### config.mk
export PLATFORM = sky130hd
export DESIGN_NAME = uartlite_responder
export DESIGN_NICKNAME = d
export VERILOG_FILES = /design/src/rtl/uartlite_responder.sv
export SDC_FILE = /design/constraint.sdc
export NUM_CORES = 1
export LEC_CHECK = 0
export CORE_UTILIZATION = 35
export CTS_CLUSTER_SIZE = 10
export DETAILED_ROUTE_END_ITERATION = 10
export PLACE_DENSITY = 0.56
export SYNTH_ARGS = -nofsm -noshare
export SYNTH_HDL_FRONTEND = slang
export SYNTH_SLANG_ARGS = --single-unit
### constraint.sdc
create_clock -name CLK -period 7.4 [get_ports CLK]
set_clock_uncertainty 0.15 [all_clocks]
set_input_delay 1.85 -clock CLK [delete_from_list [all_inputs] [get_ports CLK]]
set_output_delay 1.85 -clock CLK [all_outputs]
set_load 0.005 [all_outputs]
### src/rtl/uartlite_responder.sv
// AXI4-Lite responder modelling the UART Lite register map with RX/TX byte FIFOs.
// Optional: define UARTLITE_CTRL_REG_EN to enable the control register at 0xC.
module uartlite_responder #(
    parameter int FIFO_DEPTH = 16,
    parameter int FIFO_AW    = 4
) (
    input  logic        CLK,
    input  logic        RST_N,
    input  logic [3:0]  ARADDR,
    input  logic        ARVALID,
    output logic        ARREADY,
    output logic [31:0] RDATA,
    output logic [1:0]  RRESP,
    output logic        RVALID,
    input  logic        RREADY,
    input  logic [3:0]  AWADDR,
    input  logic        AWVALID,
    output logic        AWREADY,
    input  logic [31:0] WDATA,
    input  logic [3:0]  WSTRB,
    input  logic        WVALID,
    output logic        WREADY,
    output logic [1:0]  BRESP,
    output logic        BVALID,
    input  logic        BREADY,
    output logic [7:0]  TX_DATA,
    output logic        TX_VALID,
    input  logic        TX_READY,
    input  logic [7:0]  RX_DATA,
    input  logic        RX_VALID
);
    localparam logic [FIFO_AW:0] FULL_CNT = FIFO_DEPTH[FIFO_AW:0];

    typedef enum logic {R_IDLE, R_RESP} rstate_t;
    typedef enum logic [1:0] {W_IDLE, W_EXEC, W_RESP} wstate_t;

    rstate_t rstate, rstate_nxt;
    wstate_t wstate, wstate_nxt;

    logic rst_done, ar_hs, aw_hs, w_hs, exec;
    logic aw_got, w_got, wstb;
    logic [1:0] aw_idx;
    logic [7:0] wbyte;
    logic tx_rst, rx_rst, intr_bit, overrun;

    logic [7:0] tx_mem [FIFO_DEPTH];
    logic [7:0] rx_mem [FIFO_DEPTH];
    logic [FIFO_AW-1:0] tx_wp, tx_rp, rx_wp, rx_rp;
    logic [FIFO_AW:0] tx_cnt, rx_cnt;
    logic tx_empty, tx_full, tx_push, tx_pop;
    logic rx_empty, rx_full, rx_push, rx_pop;
    logic [31:0] status;
    logic unused_bits;

    assign unused_bits = ^{ARADDR[1:0], AWADDR[1:0], WDATA[31:8], WSTRB[3:1]};
    assign RRESP = 2'b00;
    assign BRESP = 2'b00;

    // Holds the ready outputs low for the first cycle after reset release.
    always_ff @(posedge CLK) begin
        if (!RST_N) rst_done <= 1'b0;
        else        rst_done <= 1'b1;
    end

    always_ff @(posedge CLK) begin
        if (!RST_N) rstate <= R_IDLE;
        else        rstate <= rstate_nxt;
    end

    always_comb begin
        rstate_nxt = rstate;
        ARREADY    = 1'b0;
        RVALID     = 1'b0;
        case (rstate)
            R_IDLE: begin
                ARREADY = rst_done;
                if (ARVALID && rst_done) rstate_nxt = R_RESP;
            end
            R_RESP: begin
                RVALID = 1'b1;
                if (RREADY) rstate_nxt = R_IDLE;
            end
            default: rstate_nxt = R_IDLE;
        endcase
    end

    assign ar_hs  = ARVALID && ARREADY;
    assign status = {26'b0, overrun, intr_bit, tx_full, tx_empty, rx_full, !rx_empty};

    always_ff @(posedge CLK) begin
        if (!RST_N) begin
            RDATA <= 32'h0;
        end else if (ar_hs) begin
            case (ARADDR[3:2])
                2'd0:    RDATA <= rx_empty ? 32'h0 : {24'h0, rx_mem[rx_rp]};
                2'd2:    RDATA <= status;
                default: RDATA <= 32'h0;
            endcase
        end
    end

    always_ff @(posedge CLK) begin
        if (!RST_N) wstate <= W_IDLE;
        else        wstate <= wstate_nxt;
    end

    always_comb begin
        wstate_nxt = wstate;
        AWREADY    = 1'b0;
        WREADY     = 1'b0;
        BVALID     = 1'b0;
        case (wstate)
            W_IDLE: begin
                AWREADY = rst_done && !aw_got;
                WREADY  = rst_done && !w_got;
                if ((aw_got || (AWVALID && AWREADY)) && (w_got || (WVALID && WREADY)))
                    wstate_nxt = W_EXEC;
            end
            W_EXEC: wstate_nxt = W_RESP;
            W_RESP: begin
                BVALID = 1'b1;
                if (BREADY) wstate_nxt = W_IDLE;
            end
            default: wstate_nxt = W_IDLE;
        endcase
    end

    assign aw_hs = AWVALID && AWREADY;
    assign w_hs  = WVALID && WREADY;
    assign exec  = (wstate == W_EXEC);

    always_ff @(posedge CLK) begin
        if (!RST_N) begin
            aw_got <= 1'b0;
            w_got  <= 1'b0;
            aw_idx <= 2'd0;
            wbyte  <= 8'h0;
            wstb   <= 1'b0;
        end else begin
            if (aw_hs) begin
                aw_got <= 1'b1;
                aw_idx <= AWADDR[3:2];
            end
            if (w_hs) begin
                w_got <= 1'b1;
                wbyte <= WDATA[7:0];
                wstb  <= WSTRB[0];
            end
            if (exec) begin
                aw_got <= 1'b0;
                w_got  <= 1'b0;
            end
        end
    end

`ifdef UARTLITE_CTRL_REG_EN
    logic ctrl_wr, intr_en;
    assign ctrl_wr  = exec && (aw_idx == 2'd3) && wstb;
    assign tx_rst   = ctrl_wr && wbyte[0];
    assign rx_rst   = ctrl_wr && wbyte[1];
    assign intr_bit = intr_en;
    always_ff @(posedge CLK) begin
        if (!RST_N)       intr_en <= 1'b0;
        else if (ctrl_wr) intr_en <= wbyte[4];
    end
`else
    assign tx_rst   = 1'b0;
    assign rx_rst   = 1'b0;
    assign intr_bit = 1'b0;
`endif

    // TX FIFO: a pop frees the head slot, so a push on full is taken alongside it.
    assign tx_empty = (tx_cnt == '0);
    assign tx_full  = (tx_cnt == FULL_CNT);
    assign tx_pop   = TX_READY && !tx_empty;
    assign tx_push  = exec && (aw_idx == 2'd1) && wstb && (!tx_full || tx_pop);
    assign TX_VALID = !tx_empty;
    assign TX_DATA  = tx_empty ? 8'h00 : tx_mem[tx_rp];

    always_ff @(posedge CLK) begin
        if (tx_push) tx_mem[tx_wp] <= wbyte;
    end

    always_ff @(posedge CLK) begin
        if (!RST_N || tx_rst) begin
            tx_wp  <= '0;
            tx_rp  <= '0;
            tx_cnt <= '0;
        end else begin
            if (tx_push) tx_wp <= tx_wp + 1'b1;
            if (tx_pop)  tx_rp <= tx_rp + 1'b1;
            case ({tx_push, tx_pop})
                2'b10:   tx_cnt <= tx_cnt + 1'b1;
                2'b01:   tx_cnt <= tx_cnt - 1'b1;
                default: tx_cnt <= tx_cnt;
            endcase
        end
    end

    assign rx_empty = (rx_cnt == '0);
    assign rx_full  = (rx_cnt == FULL_CNT);
    assign rx_pop   = ar_hs && (ARADDR[3:2] == 2'd0) && !rx_empty;
    assign rx_push  = RX_VALID && (!rx_full || rx_pop);

    always_ff @(posedge CLK) begin
        if (rx_push) rx_mem[rx_wp] <= RX_DATA;
    end

    always_ff @(posedge CLK) begin
        if (!RST_N || rx_rst) begin
            rx_wp  <= '0;
            rx_rp  <= '0;
            rx_cnt <= '0;
        end else begin
            if (rx_push) rx_wp <= rx_wp + 1'b1;
            if (rx_pop)  rx_rp <= rx_rp + 1'b1;
            case ({rx_push, rx_pop})
                2'b10:   rx_cnt <= rx_cnt + 1'b1;
                2'b01:   rx_cnt <= rx_cnt - 1'b1;
                default: rx_cnt <= rx_cnt;
            endcase
        end
    end

    // A dropped byte outranks a same-cycle status read clearing the flag.
    always_ff @(posedge CLK) begin
        if (!RST_N || rx_rst)                       overrun <= 1'b0;
        else if (RX_VALID && rx_full && !rx_pop)    overrun <= 1'b1;
        else if (ar_hs && (ARADDR[3:2] == 2'd2))    overrun <= 1'b0;
    end
endmodule

==> metrics.yaml, run 1 <==
worstPathArrival_ps: 2890
synth_top_area_share: 0.5985
yosysMostFrequentCell: "edfxtp_1"
dr.pass1.iters: 4
syn-instance-count: 774
endpoint_kind: "output port"
insertion_delay_ps: 510
fin_tns_setup_ps: 0
drv_cap: 0
cp_data_required_time_ps: 5400
synth.largest_area_cell: "edfxtp_1"
final_layout_size_suffix_gt1_frac: 0.1643
irDropWorstVdd_mv: 0.1698
p_leak_nw: 4.592
tightest_slew_ps: 1054
dieArea_mm2: 0.03747
ys.flop_type: "edfxtp_1"
routed_wl_um: 25860
final_area_mm2: 0.01480
start_util: 0.3585
vias: 6554
finalCriticalPeriod_ps: 4886
rows: 69
hold_violations: 0
fp.dieH_um: 193.6
powerDensity_mw_per_mm2: 268.5
syn2layout_area_growth_pct: 15.20
clock_path_buffers: 3
final_util: 0.4130
setup_violations: 0
cts_root_buf: "clkbuf_16"
relSlewSlack: 0.2966
viasPerCell: 4.969
drt_iter0_markers: 326
ys_ff_latch: 316
startpoint_type: "flop"
h-tree-depth: 2
grtUsageTotal: 0.1408
hpwlAfterDp_um: 16110
placed_cells: 1261
postCtsSetupBuffers: 0
io_buffers: 51
grt_pass1_vias: 6675
yosysSeqAreaShare: 0.6921
holdCritPathClass: "flop to flop"
postPlaceCellArea_mm2: 0.01378
drc: 0
r2r_cells: 10
path_class: "flop to output port"
final_cells: 1319
drv_slew: 0
rsz0062_at_grt: "no"
hold_buffers: 0
syn_avg_cell_area_um2: 16.59
diodes: 0
layout_worst_path_cycle_share: 0.6602
clk_pin_slew_ps: 50
antenna_left: 0
synth_common_cells: "256 x edfxtp_1, 62 x mux4_2, 60 x dfxtp_1"
synth_top_cells_by_area: "edfxtp_1 60%, mux4_2 11%, dfxtp_1 9.4%"
max_freq_ghz: 0.2047
holdPathStages: 2
syn-cell-area_mm2: 0.01284
fin_nets: 915
wl_per_cell_um: 19.61
holdWs_ps: 305.4
die_x_um: 193.6
setup_slack_ps: 2514
gp_congestion: 0.7368
antenna_found_initial: 0
pre_cts_ws_ps: 2609
ioPinCount: 111
grt_pass1_wl_um: 40050
power.total_mw: 3.973
numCtsBuffers: 37
worstPathMaxFanout: 25
cts_tree: "done"
synth_cell_types: 59
synth_async_sr_flop_share: 0
grt_max_degree: 44
grt-ovfl-total: 0
post_cts_resized: 0
synth_warnings: 0
cts_sinks: 316
coreArea_mm2: 0.03583
outcome: "finished clean"
synth_edf_count: 256
-- area by class of cell --
| type | instances | area (um2) |
|---|---|---|
| Tap cell | 461 | 576.8 |
| Timing Repair Buffer | 64 | 608.1 |
| Clock buffer | 58 | 1015 |
| Fill cell | 3197 | 21030 |
| Sequential cell | 316 | 8891 |
| Multi-Input combinational cell | 410 | 3667 |
| Inverter | 10 | 37.54 |
-- routing by layer --
metal  up-vias  global-route usage  share of wire
met5         -                   0              0
met4         0             0.04415          0.020
met3        34             0.02650          0.041
met2       114              0.2323           0.49
met1      3327              0.1880           0.45
li1       3079                   -              -
-- cell families (layout without fill, tap and decap cells) --
group	Yosys count	count (layout)	share of synthesized area
buffers and inverters	75	132	0.03108
flip-flops	316	316	0.6921
multiplexers	102	102	0.1420
adder cells (fa/ha/maj)	15	15	0.01520
AND/OR/NAND/NOR	174	174	0.06868
other	1	28	0.0002920
AO/OA/AOI/OAI	74	74	0.03906
XOR/XNOR	17	17	0.01159
-- power by group --
part           switching (mW)  internal, mW  total (mW)
clock network           0.648         0.929        1.58
logic                   0.206         0.210       0.416
registers              0.0315          1.95        1.98
-- critical path: stages (launching register included) --
cell and delay (ps):
dfxtp_1 640, buf_4 460, mux4_2 380, mux2i_1 280, o22ai_1 150, clkdlybuf4s50_1 470
-- registers in the layout, summed over array words and instances (netlist names), 2 cells and up, named ones only --
name	flops
rx_mem	128
tx_mem	128
RDATA	8
wbyte	8
rx_cnt	5
tx_cnt	5
rx_rp	4
rx_wp	4
tx_rp	4
tx_wp	4
aw_idx	2
wstate	2
-- worst paths after layout --
| check | startpoint | slack, ps | endpoint |
|---|---|---|---|
| setup / recovery | flop | 2510 | TX_DATA[3] |
| hold / removal | RDATA[4] | 310 | RDATA[4] |
| setup reg to reg | tx_cnt[1] | 4530 | tx_cnt[4] |
| hold reg to reg | RDATA[4] | 310 | RDATA[4] |
-- placed cells by master, fill, tap and decap left out, drive strengths merged, types with 4 or more instances in the layout --
cell	synthesis	routed
and3	4	4
a21oi	27	27
mux2	12	12
ha	14	14
mux2i	28	28
nor2	54	54
xnor2	7	7
nand4	6	6
nand2b	13	13
mux4	62	62
dfxtp	60	60
clkdlybuf4s50	0	51
conb	1	28
o22ai	8	8
inv	9	9
buf	41	13
edfxtp	256	256
a211oi	5	5
o21ai	6	6
clkbuf	24	58
nor2b	4	4
o211ai	5	5
nor3	17	17
xor2	10	10
nand2	39	39
a22oi	6	6
nand3	20	20
No activity file was read; power rests on OpenSTA's default activity.
==> run 2, diff against run 1 <==
==> constraint.sdc (replaced) <==
create_clock -name CLK -period 5.1 [get_ports CLK]
set_clock_uncertainty 0.15 [all_clocks]
set_input_delay 1.275 -clock CLK [delete_from_list [all_inputs] [get_ports CLK]]
set_output_delay 1.275 -clock CLK [all_outputs]
set_load 0.005 [all_outputs]
==> run 2 against run 1 <==
Die area did not move; critical endpoint is now TX_DATA[7]; core utilization rose by 0.34 points; via count rose by 1.4%; sequential share of layout area fell by 0.49 points; non-clock buffer count rose by 13; wire length rose by 0.41%; largest power group unchanged; largest cell class unchanged; sequential cell count did not move; critical path depth did not move; final cell count rose by 1.7%; final area rose by 0.82%.
==> metrics.yaml, run 2 (synthesized netlist as in run 1, its figures left out) <==
outcome: "finished clean"
wl_per_cell_um: 19.37
path_class: "flop to output port"
startpoint_type: "flop"
rsz0062_at_grt: "no"
internal_power_mw: 4.501
final_common_cell: "edfxtp_1"
drv_cap: 0
insertion_delay_ps: 500
power.total_mw: 5.802
antenna_left: 0
final_layout_size_suffix_gt1_frac: 0.1739
postCtsSetupBuffers: 0
grt_pass1_vias: 6683
max_stage_delay_ps: 650
power.switching_mw: 1.300
gp_congestion: 0.7381
cp.buffers_inverters: 2
irDropWorstVdd_mv: 0.2645
coreArea_mm2: 0.03583
clk_pin_slew_ps: 50
p_sw_frac: 0.2241
layout_worst_path_cycle_share: 0.8339
h-tree-depth: 2
p_seq_frac: 0.499
grt_pass1_wl_um: 40470
p_comb_frac: 0.102
rows: 69
cp_top_family: "buffers and inverters"
fillCellCount: 3185
grt_max_degree: 44
dieArea_mm2: 0.03747
setup_violations: 0
hold_violations: 0
antenna_found_initial: 0
dr.pass1.iters: 4
finalCriticalPeriod_ps: 4253
worstPathMaxFanout: 14
final_util: 0.4163
ioPinCount: 111
start_util: 0.3585
routed_wl_um: 25970
tightest_slew_ps: 850.0
crit_chain: "buf_4 -> mux4_2 -> mux2i_1 -> o22ai_1 -> clkdlybuf4s50_1"
grt-ovfl-total: 0
hpwlAfterDp_um: 16510
syn2layout_area_growth_pct: 16.14
relSlewSlack: 0.4312
fin_tns_setup_ps: 0
clock_path_buffers: 3
largestRegisters: "rx_mem x128, tx_mem x128"
layout_common_cells: "256 x edfxtp_1, 62 x mux4_2, 58 x dfxtp_1"
endpoint_kind: "output port"
drv_slew: 0
vias: 6647
cp_slowest_cell: "dfxtp_2"
cts_root_buf: "clkbuf_16"
cts_tree: "done"
final_cells: 1341
drt_iter0_markers: 364
fin_nets: 928
viasPerCell: 4.957
p_leak_nw: 4.665
powerDensity_mw_per_mm2: 388.9
holdCritPathClass: "flop to flop"
power.share.clock: 0.399
cts_sinks: 316
numCtsBuffers: 37
hold_buffers: 0
multi_input_area_mm2: 0.003657
grtUsageTotal: 0.1402
placed_cells: 1274
io_buffers: 51
worstPathArrival_ps: 2830
max_freq_ghz: 0.2351
post_cts_resized: 0
cp_data_required_time_ps: 3670
seqCellArea_mm2: 0.008891
fp.dieH_um: 193.6
diodes: 0
drc: 0
die_x_um: 193.6
run 2: layer usage:
metal / share of wire / track usage / wire (um) / vias up
met5: 0 / 0 / 0 / -
met4: 0.015 / 0.03378 / 388 / 0
met3: 0.036 / 0.02284 / 938 / 34
met2: 0.49 / 0.2345 / 12820 / 122
met1: 0.46 / 0.1905 / 11820 / 3370
li1: - / - / - / 3121
run 2: path summary, 6_finish.rpt:
path	end	startpoint	depth (start not counted)	slack, ps
setup / recovery	TX_DATA[7]	flop	5	850
hold / removal	RDATA[4]	RDATA[4]	2	300
setup reg to reg	tx_cnt[4]	tx_cnt[1]	10	2250
hold reg to reg	RDATA[4]	RDATA[4]	2	300
run 2: through the flow:
step | setup WS [ps] | instance area, um2 | hold WS (ps)
floorplan | 1746 | 12940 | 286.4
global placement | 991.2 | 13870 | 293.7
detailed placement | 946.0 | 13870 | 297.3
CTS | 767.7 | 14920 | 305.2
global route | 661.0 | 14920 | 322.1
finish | 847.1 | 14920 | 299.9
run 2: power groups by stage:
| stage | clock network [mW] | logic (mW) | registers [mW] |
|---|---|---|---|
| after floorplan | 0 | 0.414 | 2.91 |
| after global placement | 0 | 0.596 | 2.95 |
| after detailed placement | 0 | 0.602 | 2.95 |
| after CTS | 2.39 | 0.604 | 2.90 |
| after global routing | 2.49 | 0.646 | 2.90 |
| final | 2.32 | 0.593 | 2.89 |
run 2: layout make-up:
class,instances,share of cell area
sequential,316,0.5960
inverter,10,0.002516
clock inverter,2,0.001174
clock buffer,65,0.06912
multi-input combinational,410,0.2452
tap,461,0.03867
timing repair buffer,77,0.04731
run 2: worst reg2reg max path, delay by kind of cell, from the launching register on:
family	cells	cell delay [ps]
compound gates	4	700
buf+inv	1	80
fa+ha+maj	1	330
flops	1	350
simple gates	4	1100
==> run 3, diff against run 2 <==
==> constraint.sdc (replaced) <==
create_clock -name CLK -period 4.2 [get_ports CLK]
set_clock_uncertainty 0.15 [all_clocks]
set_input_delay 1.05 -clock CLK [delete_from_list [all_inputs] [get_ports CLK]]
set_output_delay 1.05 -clock CLK [all_outputs]
set_load 0.005 [all_outputs]
==> run 3 against run 2 <==
Largest cell class unchanged; critical path depth unchanged; clock power increased by 25%; core utilization increased by 0.57 points; sequential cell count unchanged; first-iteration DRC count decreased by 8.2%; hold slack improved by 13 ps; register-to-register slack got worse by 930 ps; sequential share of layout area decreased by 0.80 points; count of clock-buffer cells in the layout increased by 2; global-route usage increased by 0.42 points; final cell count increased by 1.6%; wire length increased by 3.0%.
==> metrics.yaml, run 3 (synthesized netlist as in run 1, its figures left out) <==
postPlaceCellArea_mm2: 0.01403
final_util: 0.4220
rr_startpoint: "tx_cnt[0]"
irDropWorstVdd_mv: 0.3171
start_util: 0.3585
grtUsageTotal: 0.1443
worstPathMaxFanout: 8
routed_wl_um: 26740
outcome: "finished clean"
post_cts_resized: 0
drc: 0
multi_input_area_mm2: 0.003657
viasPerCell: 4.967
tightest_slew_ps: 1045
gp_congestion: 0.7282
vias: 6765
insertion_delay_ps: 520
grt_max_degree: 44
dieArea_mm2: 0.03747
finalCriticalPeriod_ps: 4006
crit_chain: "nor4_1 -> nand2b_1 -> nand2b_1 -> o22ai_1 -> clkdlybuf4s50_1"
cp_slowest_cell: "nor4_1"
startpoint_type: "flop"
cp.buffers_inverters: 1
max_stage_delay_ps: 510
hold_buffers: 0
numCtsBuffers: 37
cp_data_required_time_ps: 3000
fillCellCount: 3187
hpwlAfterDp_um: 17070
p_leak_nw: 4.793
fin_nets: 948
final_layout_size_suffix_gt1_frac: 0.1931
hold_violations: 0
worstPathArrival_ps: 2810
grt_pass1_vias: 6835
postCtsSetupBuffers: 0
drt_iter0_markers: 334
clk_pin_slew_ps: 60
power.total_mw: 7.166
ioPinCount: 111
antenna_found_initial: 0
setup_violations: 0
max_freq_ghz: 0.2496
drv_slew: 0
fp.dieH_um: 193.6
die_x_um: 193.6
largestRegisters: "rx_mem x128, tx_mem x128"
diodes: 0
holdWs_ps: 313.4
io_buffers: 51
powerDensity_mw_per_mm2: 473.9
antenna_left: 0
rsz0062_at_grt: "no"
cts_root_buf: "clkbuf_16"
rows: 69
grt-ovfl-total: 0
final_area_mm2: 0.01512
cp_top_family: "simple AND/OR/NAND/NOR gates"
endpoint_kind: "output port"
wl_per_cell_um: 19.63
seqCellArea_mm2: 0.008891
clock_path_buffers: 3
syn2layout_area_growth_pct: 17.73
h-tree-depth: 2
dr.pass1.iters: 5
path_class: "flop to output port"
min_from: "aw_idx[0]"
cts_sinks: 316
drv_cap: 0
path_common_cell: "nand2b_1"
layout_common_cells: "256 x edfxtp_1, 62 x mux4_2, 58 x dfxtp_1"
crit_start: "tx_cnt[0]"
final_common_cell: "edfxtp_1"
holdCritPathClass: "flop to flop"
grt_pass1_wl_um: 40940
cts_tree: "done"
layout_worst_path_cycle_share: 0.9537
fin_tns_setup_ps: 0
relSlewSlack: 0.3007
coreArea_mm2: 0.03583
==> run 3: through the flow <==
| step | worst slack [ps] | instances |
|---|---|---|
| after floorplan | 1071 | 801 |
| after global placement | 582.1 | 1294 |
| after detailed placement | 529.1 | 1294 |
| after CTS | 124.7 | 1362 |
| after global routing | 6.663 | 1362 |
| final | 194.4 | 1362 |
==> run 3: per-layer routing <==
layer	share of wire	up-vias	routed length (um)	track usage
met5	0	-	0	0
met4	0.017	0	447	0.03941
met3	0.034	38	909	0.02632
met2	0.51	116	13540	0.2492
met1	0.44	3449	11850	0.1859
li1	-	3162	-	-
==> run 3: final cells by class <==
type	count	area share
Clock buffer	67	0.07149
Sequential cell	316	0.5880
Clock inverter	1	0.0005792
Timing Repair Buffer	97	0.05743
Inverter	10	0.002482
Tap cell	461	0.03815
Multi-Input combinational cell	410	0.2419
==> run 3: worst paths after layout <==
check,cells past startpoint,endpoint,slack [ps]
worst max-delay path,5,TX_DATA[3],190
worst max register to register,10,tx_cnt[4],1320
worst min register to register,2,aw_idx[0],310
worst min-delay path,2,aw_idx[0],310
==> run 3: where the power goes <==
part           total [mW]  leakage (nW)  switching, mW  internal (mW)
combinational       0.736          1.52          0.343          0.393
sequential           3.52          2.75         0.0872           3.43
clock                2.91         0.518           1.18           1.73
total                7.17          4.79           1.61           5.56
==> run 3: tightest hold or removal path: cells and delay by family (launching register included) <==
family	cells	cell delay, ps
AO/OA/AOI/OAI	1	60
flip-flops	1	310
AND/OR/NAND/NOR	1	50
